--- src/rtl/circular_queue.sv ---
// Circular FIFO with show-ahead read (zero-cycle read latency); enq_ready = ~full regardless of deq_ready.
// Define CIRCULAR_QUEUE_BYPASS_EN to let an empty queue pass enq_data straight to deq_data in the same cycle.
module circular_queue #(
  parameter int WIDTH        = 32,
  parameter int DEPTH        = 16,
  parameter int AFULL_THRESH = DEPTH - 2
) (
  input  logic                       clk,
  input  logic                       rst,
  input  logic                       flush,
  input  logic                       enq_valid,
  output logic                       enq_ready,
  input  logic [WIDTH-1:0]           enq_data,
  output logic                       deq_valid,
  input  logic                       deq_ready,
  output logic [WIDTH-1:0]           deq_data,
  output logic [$clog2(DEPTH+1)-1:0] count,
  output logic                       empty,
  output logic                       full,
  output logic                       almost_full
);
  localparam int PW = $clog2(DEPTH);
  localparam int CW = $clog2(DEPTH + 1);
  localparam logic [PW-1:0] LAST_IDX  = PW'(DEPTH - 1);
  localparam logic [CW-1:0] DEPTH_CNT = CW'(DEPTH);
  localparam logic [CW-1:0] AFULL_CNT = CW'(AFULL_THRESH);

  logic [WIDTH-1:0] mem [DEPTH];
  logic [PW-1:0]    wr_ptr;
  logic [PW-1:0]    rd_ptr;
  logic             enq_fire;
  logic             deq_fire;
  logic             bypass_fire;
  logic             wr_en;
  logic             rd_en;

  assign empty       = (count == '0);
  assign full        = (count == DEPTH_CNT);
  assign almost_full = (count >= AFULL_CNT);
  assign enq_ready   = ~full;
  assign enq_fire    = enq_valid & enq_ready;
  assign deq_fire    = deq_valid & deq_ready;

`ifdef CIRCULAR_QUEUE_BYPASS_EN
  logic bypass;
  assign bypass      = empty & enq_valid;
  assign deq_valid   = ~empty | bypass;
  assign deq_data    = bypass ? enq_data : mem[rd_ptr];
  assign bypass_fire = bypass & deq_ready;
`else
  assign deq_valid   = ~empty;
  assign deq_data    = mem[rd_ptr];
  assign bypass_fire = 1'b0;
`endif

  // A bypassed entry is consumed on the wire, so it never touches the array, pointers or count.
  assign wr_en = enq_fire & ~bypass_fire & ~flush;
  assign rd_en = deq_fire & ~bypass_fire & ~flush;

  always_ff @(posedge clk or posedge rst) begin
    if (rst) begin
      wr_ptr <= '0;
      rd_ptr <= '0;
      count  <= '0;
    end else if (flush) begin
      wr_ptr <= '0;
      rd_ptr <= '0;
      count  <= '0;
    end else begin
      if (wr_en) wr_ptr <= (wr_ptr == LAST_IDX) ? '0 : wr_ptr + PW'(1);
      if (rd_en) rd_ptr <= (rd_ptr == LAST_IDX) ? '0 : rd_ptr + PW'(1);
      case ({wr_en, rd_en})
        2'b10:   count <= count + CW'(1);
        2'b01:   count <= count - CW'(1);
        default: count <= count;
      endcase
    end
  end

  always_ff @(posedge clk) begin
    if (wr_en) mem[wr_ptr] <= enq_data;
  end
endmodule

--- config.mk ---
export PLATFORM = sky130hd
export DESIGN_NAME = circular_queue
export DESIGN_NICKNAME = d
export VERILOG_FILES = /design/src/rtl/circular_queue.sv
export SDC_FILE = /design/constraint.sdc
export NUM_CORES = 1
export LEC_CHECK = 0
export BUFFER_PORTS_ARGS = -buffer_cell sky130_fd_sc_hd__buf_2
export CORE_ASPECT_RATIO = 0.7
export CORE_MARGIN = 1
export CORE_UTILIZATION = 45
export DETAILED_ROUTE_END_ITERATION = 12
export PLACE_DENSITY = 0.6
export SYNTH_ARGS = -nofsm -noshare
export SYNTH_HDL_FRONTEND = slang
export SYNTH_SLANG_ARGS = --single-unit
--- constraint.sdc ---
create_clock -name clk -period 5.4 [get_ports clk]
set_clock_uncertainty 0.05 [all_clocks]
set_input_delay 0.81 -clock clk [delete_from_list [all_inputs] [get_ports clk]]
set_output_delay 0.81 -clock clk [all_outputs]
set_load 0.005 [all_outputs]
## After elaboration in Yosys (flattened, before gate mapping)

Memories as Yosys holds them, arrays and structs flattened.
Cells that the tools add are included.

- Register bits after elaboration: 13
- RAM bits: 512
- Output and inout bits: 42
- Logic and storage cells: 35
- Memories: 1

Memories:

| memory | depth | width | read ports | clocked after memory_dff | wr ports | RTL line | text |
|---|---|---|---|---|---|---|---|
| mem | 16 | 32 | 1 | 0 | 1 | 28 | `logic [WIDTH-1:0] mem [DEPTH];` |

- Add/subtract/negate cells: 4
- $lt $le $gt $ge: 1
- Equality and inequality tests: 5
- Mux-type cells: 10
- Bitwise logic cells: 7
- Reduce and logical (&&, ||, !) cells: 4

Operators by type and width:

| operator | number |
|---|---|
| $mux W4 | 6 |
| $pmux W5 S2 | 1 |
| $add A4 B1 Y4 const B | 2 |
| $eq A4 B4 Y1 const B | 2 |
| $add A5 B1 Y5 const B | 1 |
| $eq A5 B5 Y1 const B | 1 |
| $ge A5 B4 Y1 const B | 1 |
| $logic_not A5 Y1 | 1 |
| $mux W5 | 1 |
| $sub A5 B1 Y5 const B | 1 |
| $and A1 B1 Y1 | 4 |
| $reduce_bool A2 Y1 | 2 |
| $not A1 Y1 | 3 |
| $reduce_bool A3 Y1 | 1 |
| $eq A2 B1 Y1 const B | 1 |
| $eq A2 B2 Y1 const B | 1 |
| $mux W1 | 2 |

## Longest topological paths before layout

- Depth in word-level cells: 7
- Mapped depth: 10
- Mapped depth without buffers: 9

## Worst setup path before layout

OpenSTA, ideal clock, no wires.

- Kind: in2reg
- Start: input flush
- End: memory mem[2][0] (enable)
- Setup time: 0.501 ns
- Arrival: 4.240 ns
- Data required time: 4.849 ns
- Path slack: 0.609 ns
- Stages on the path: 3
- Buffers on the path: 1
- Cells stage by stage: clkbuf_1 -> nand2b_1 -> nor4_1

- Cells in the longest elaborated chain, start to end: 4

RTL lines:

| item | RTL line | text |
|---|---|---|
| start, declared | 10 | `input logic flush,` |
| $not A1 Y1 | 57 | `assign wr_en = enq_fire & ~bypass_fire & ~flush;` |
| $and A1 B1 Y1 | 57 |  |
| $mux W1 | 81 | `if (wr_en) mem[wr_ptr] <= enq_data;` |
| $mux W1 (implied by the code) | 81 |  |
| end, declared | 28 |  |

No other way between the ends.

## Worst setup path after layout

- Start: register rd_ptr[0]
- End: output deq_data[16]

- Cells in the longest elaborated chain, start to end: 1

RTL lines:

| item | RTL line | text |
|---|---|---|
| start, declared | 30 | `logic [PW-1:0] rd_ptr;` |
| start signal, assigned | 71 | `if (rd_en) rd_ptr <= (rd_ptr == LAST_IDX) ? '0 : rd_ptr + PW'(1);` |
| $mem_v2 Z16 W32 | - |  |
| end, declared | 16 | `output logic [WIDTH-1:0] deq_data,` |

No other way between the ends.

==> flow_summary.json <==
{
  "post_synth_and_or_nand_nor_area_fraction_pct": 1.52,
  "seqPwrFrac_pct": 48.7,
  "p_per_area_nw_per_um2": 420,
  "cts.sinks": 525,
  "maxCapViolations": 0,
  "synth_compound_area_share_pct": 0.748,
  "num_rows": 64,
  "p_leak_nw": 7.02,
  "worstMarginPinSlew_ns": 1.22,
  "utilization_pct": 52.0,
  "hold_viol_final": 0,
  "async_reset_ff_share_pct": 2.48,
  "clk_latency_ns": 0.56,
  "dpl.hpwl_um": 22000,
  "start_kind": "flip-flop",
  "setup_viol": 0,
  "yosysTopAreaCellShare_pct": 75.9,
  "vias_per_cell": 5.67,
  "synthAdderAreaFrac_pct": 0.593,
  "start_util_pct": 46.0,
  "grt_pass1_wl_um": 61600,
  "fp.dieH_um": 179,
  "numCtsBuffers": 50,
  "num-fill-cells": 3396,
  "portBuffers": 78,
  "synth_top_family_by_area": "multiplexers",
  "crit_required_ns": 4.54,
  "gp_congestion": 0.719,
  "antenna_found_initial": 3,
  "ys_seq_area_share_pct": 77.5,
  "muxShareOfSynthArea_pct": 18.1,
  "synth-xor-area-share_pct": 0.173,
  "crit_type": "flip-flop to output pin",
  "ys_ff_latch": 525,
  "pwr-share-clk_pct": 33.7,
  "die_area_um2": 45900,
  "clkTransAtPathRegs_ns": 0.07,
  "internal-power_mw": 7.29,
  "rsz0062_at_grt": "false",
  "syn_area_um2": 20300,
  "cts-hold-fix-buffers": 0,
  "wl_um": 40800,
  "critical_path_arrival_ns": 3.28,
  "drt_iter0_drc": 852,
  "overflow": 0,
  "netlist_top_cells_area": "edfxtp_1 (76%), mux4_2 (18%), dfrtp_1 (1.6%)",
  "final_net_count": 990,
  "syn_inst": 841,
  "p_comb_share_pct": 17.7,
  "synth_top_cell_by_area": "edfxtp_1",
  "synth_area_per_cell_um2": 24.1,
  "worst_slack_ns": 1.26,
  "cts_resized": 0,
  "outcome": "finished, final reports clean",
  "dr_total_vias": 8930,
  "multi_input_comb_area_um2": 4390,
  "synth_edf_count": 512,
  "cts_tree": "yes",
  "ff_latch_area_um2": 15700,
  "hold_path_class": "input port to asynchronous set/reset pin",
  "power_switching_mw": 2.32,
  "grt_use_total_pct": 18.1,
  "ys.flop_type": "edfxtp_1",
  "synth_cell_type_count": 41,
  "yosys_warnings": 0,
  "root_buffer": "clkbuf_16",
  "slew_violations": 0,
  "crit_fanout": 45,
  "min_period_ns": 4.14,
  "p_sw_share_pct": 24.2,
  "drtPass1Iterations": 4,
  "die_w_um": 256,
  "finalSetupTns_ns": 0,
  "synth_nets": 887,
  "drive_above_1_share_pct": 34.4,
  "coreArea_um2": 44000,
  "synthTopCellsByCount": "edfxtp_1 (512), mux4_2 (160), nor2_1 (23), clkbuf_1 (22), dfrtp_1 (13)",
  "ctsHtreeMaxLevel": 2,
  "clockBufferDepth": 3,
  "grt_pass1_vias": 9320,
  "cp-end-kind": "output pin",
  "min_period_over_period_pct": 76.7,
  "drc": 0,
  "place_ws_ns": 1.66,
  "yosysMostFrequentCell": "edfxtp_1",
  "grt_max_degree": 87,
  "max_freq_mhz": 241,
  "peakVddDrop_uv": 326,
  "wl_per_cell_um": 25.9,
  "pin_count": 79,
  "cts_setup_buffers": 0,
  "area_delta_synth_final_pct": 13.2,
  "ant_nets": 0,
  "slew_headroom_pct": 18.7
}
[layout by cell type (no fill, tap or decap), types with 2 or more instances in the layout]
cell type | Yosys | final
o21ai_0 | 2 | 2
buf_2 | 7 | 78
inv_1 | 9 | 9
a21oi_1 | 8 | 8
a211o_1 | 2 | 2
nand3_1 | 5 | 5
clkbuf_1 | 22 | 14
ha_1 | 8 | 8
o211ai_1 | 3 | 3
edfxtp_1 | 512 | 512
mux4_2 | 160 | 160
nor2_1 | 23 | 11
nand2_1 | 11 | 11
nor4_2 | 1 | 5
buf_4 | 0 | 14
clkinv_2 | 0 | 4
dfrtp_1 | 13 | 9
nand2b_1 | 7 | 7
clkinv_1 | 1 | 14
clkinvlp_4 | 0 | 2
nand3b_1 | 2 | 2
nor2_4 | 0 | 12
clkbuf_16 | 0 | 51
mux2_1 | 3 | 3
diode_2 | 0 | 2
buf_12 | 0 | 3
xor2_1 | 3 | 3
o21ai_1 | 2 | 2
mux2i_1 | 2 | 2
dfrtp_4 | 0 | 3
bufinv_16 | 0 | 2
[per-stage QoR]
stage | hold WS (ns) | total power, mW | instance area, µm² | std cells
final | 0.240 | 9.62 | 22900 | 1575
after global routing | 0.258 | 9.99 | 22900 | 1574
after CTS | 0.226 | 9.72 | 22900 | 1573
after detailed placement | 0.569 | 6.49 | 21400 | 1486
after global placement | 0.550 | 6.48 | 21400 | 1486
after floorplan | 0.519 | 6.01 | 20300 | 841
[path summary, 6_finish.rpt]
kind                            from           end  slack (ns)  cells after the start
min in group clk           deq_ready     rd_ptr[1]        0.55                      3
min reg2reg                wr_ptr[1]     wr_ptr[1]        0.58                      2
max reg2reg                 count[0]   mem[13][21]        2.19                      5
min                              rst      count[3]        0.24                      2
max in group asynchronous        rst     rd_ptr[0]        4.63                      2
max                        rd_ptr[0]  deq_data[16]        1.26                      4
[layer usage]
metal  GRT usage (%)  vias up  share of wire, %
met5               0        -                 0
met4            3.57        0               1.2
met3            3.20       41               5.0
met2            27.2      239                46
met1            28.1     4842                48
li1                -     3808                 -
[critical path, cell delays in order (launching register included)]
cell	delay [ns]
dfrtp_4	1.01
buf_4	0.46
mux4_2	0.55
mux4_2	0.49
buf_2	0.14
[logic make-up (layout without fill, tap and decap cells)]
family                     count (synthesis)  count (layout)
and+or+nand+nor                           61              61
AOI/OAI and AO/OA                         23              23
buffers and inverters                     54             192
xor gates and xnor gates                   4               4
DFF                                      525             525
adders and majority gates                  9               9
other                                      0               2
muxes                                    165             165
[flip-flops by register name (all words and copies together) (netlist names)]
| register | count |
|---|---|
| count | 5 |
| mem | 512 |
| rd_ptr | 4 |
| wr_ptr | 4 |
[power by group through the flow]
stage	Combinational [mW]	Sequential, mW	Clock, mW
global route	1.84	4.70	3.45
global placement	1.71	4.77	0
finish	1.70	4.68	3.24
detailed placement	1.72	4.77	0
floorplan	1.34	4.67	0
CTS	1.73	4.68	3.30
[final cells by class]
cell class | instances | area share, %
Sequential cell | 525 | 68.5
Multi-Input combinational cell | 262 | 19.1
Clock buffer | 65 | 5.80
Tap cell | 594 | 3.24
Timing Repair Buffer | 95 | 2.42
Clock inverter | 22 | 0.666
Inverter | 10 | 0.164
Antenna cell | 2 | 0.0218
(Power assumes the default switching activity.)
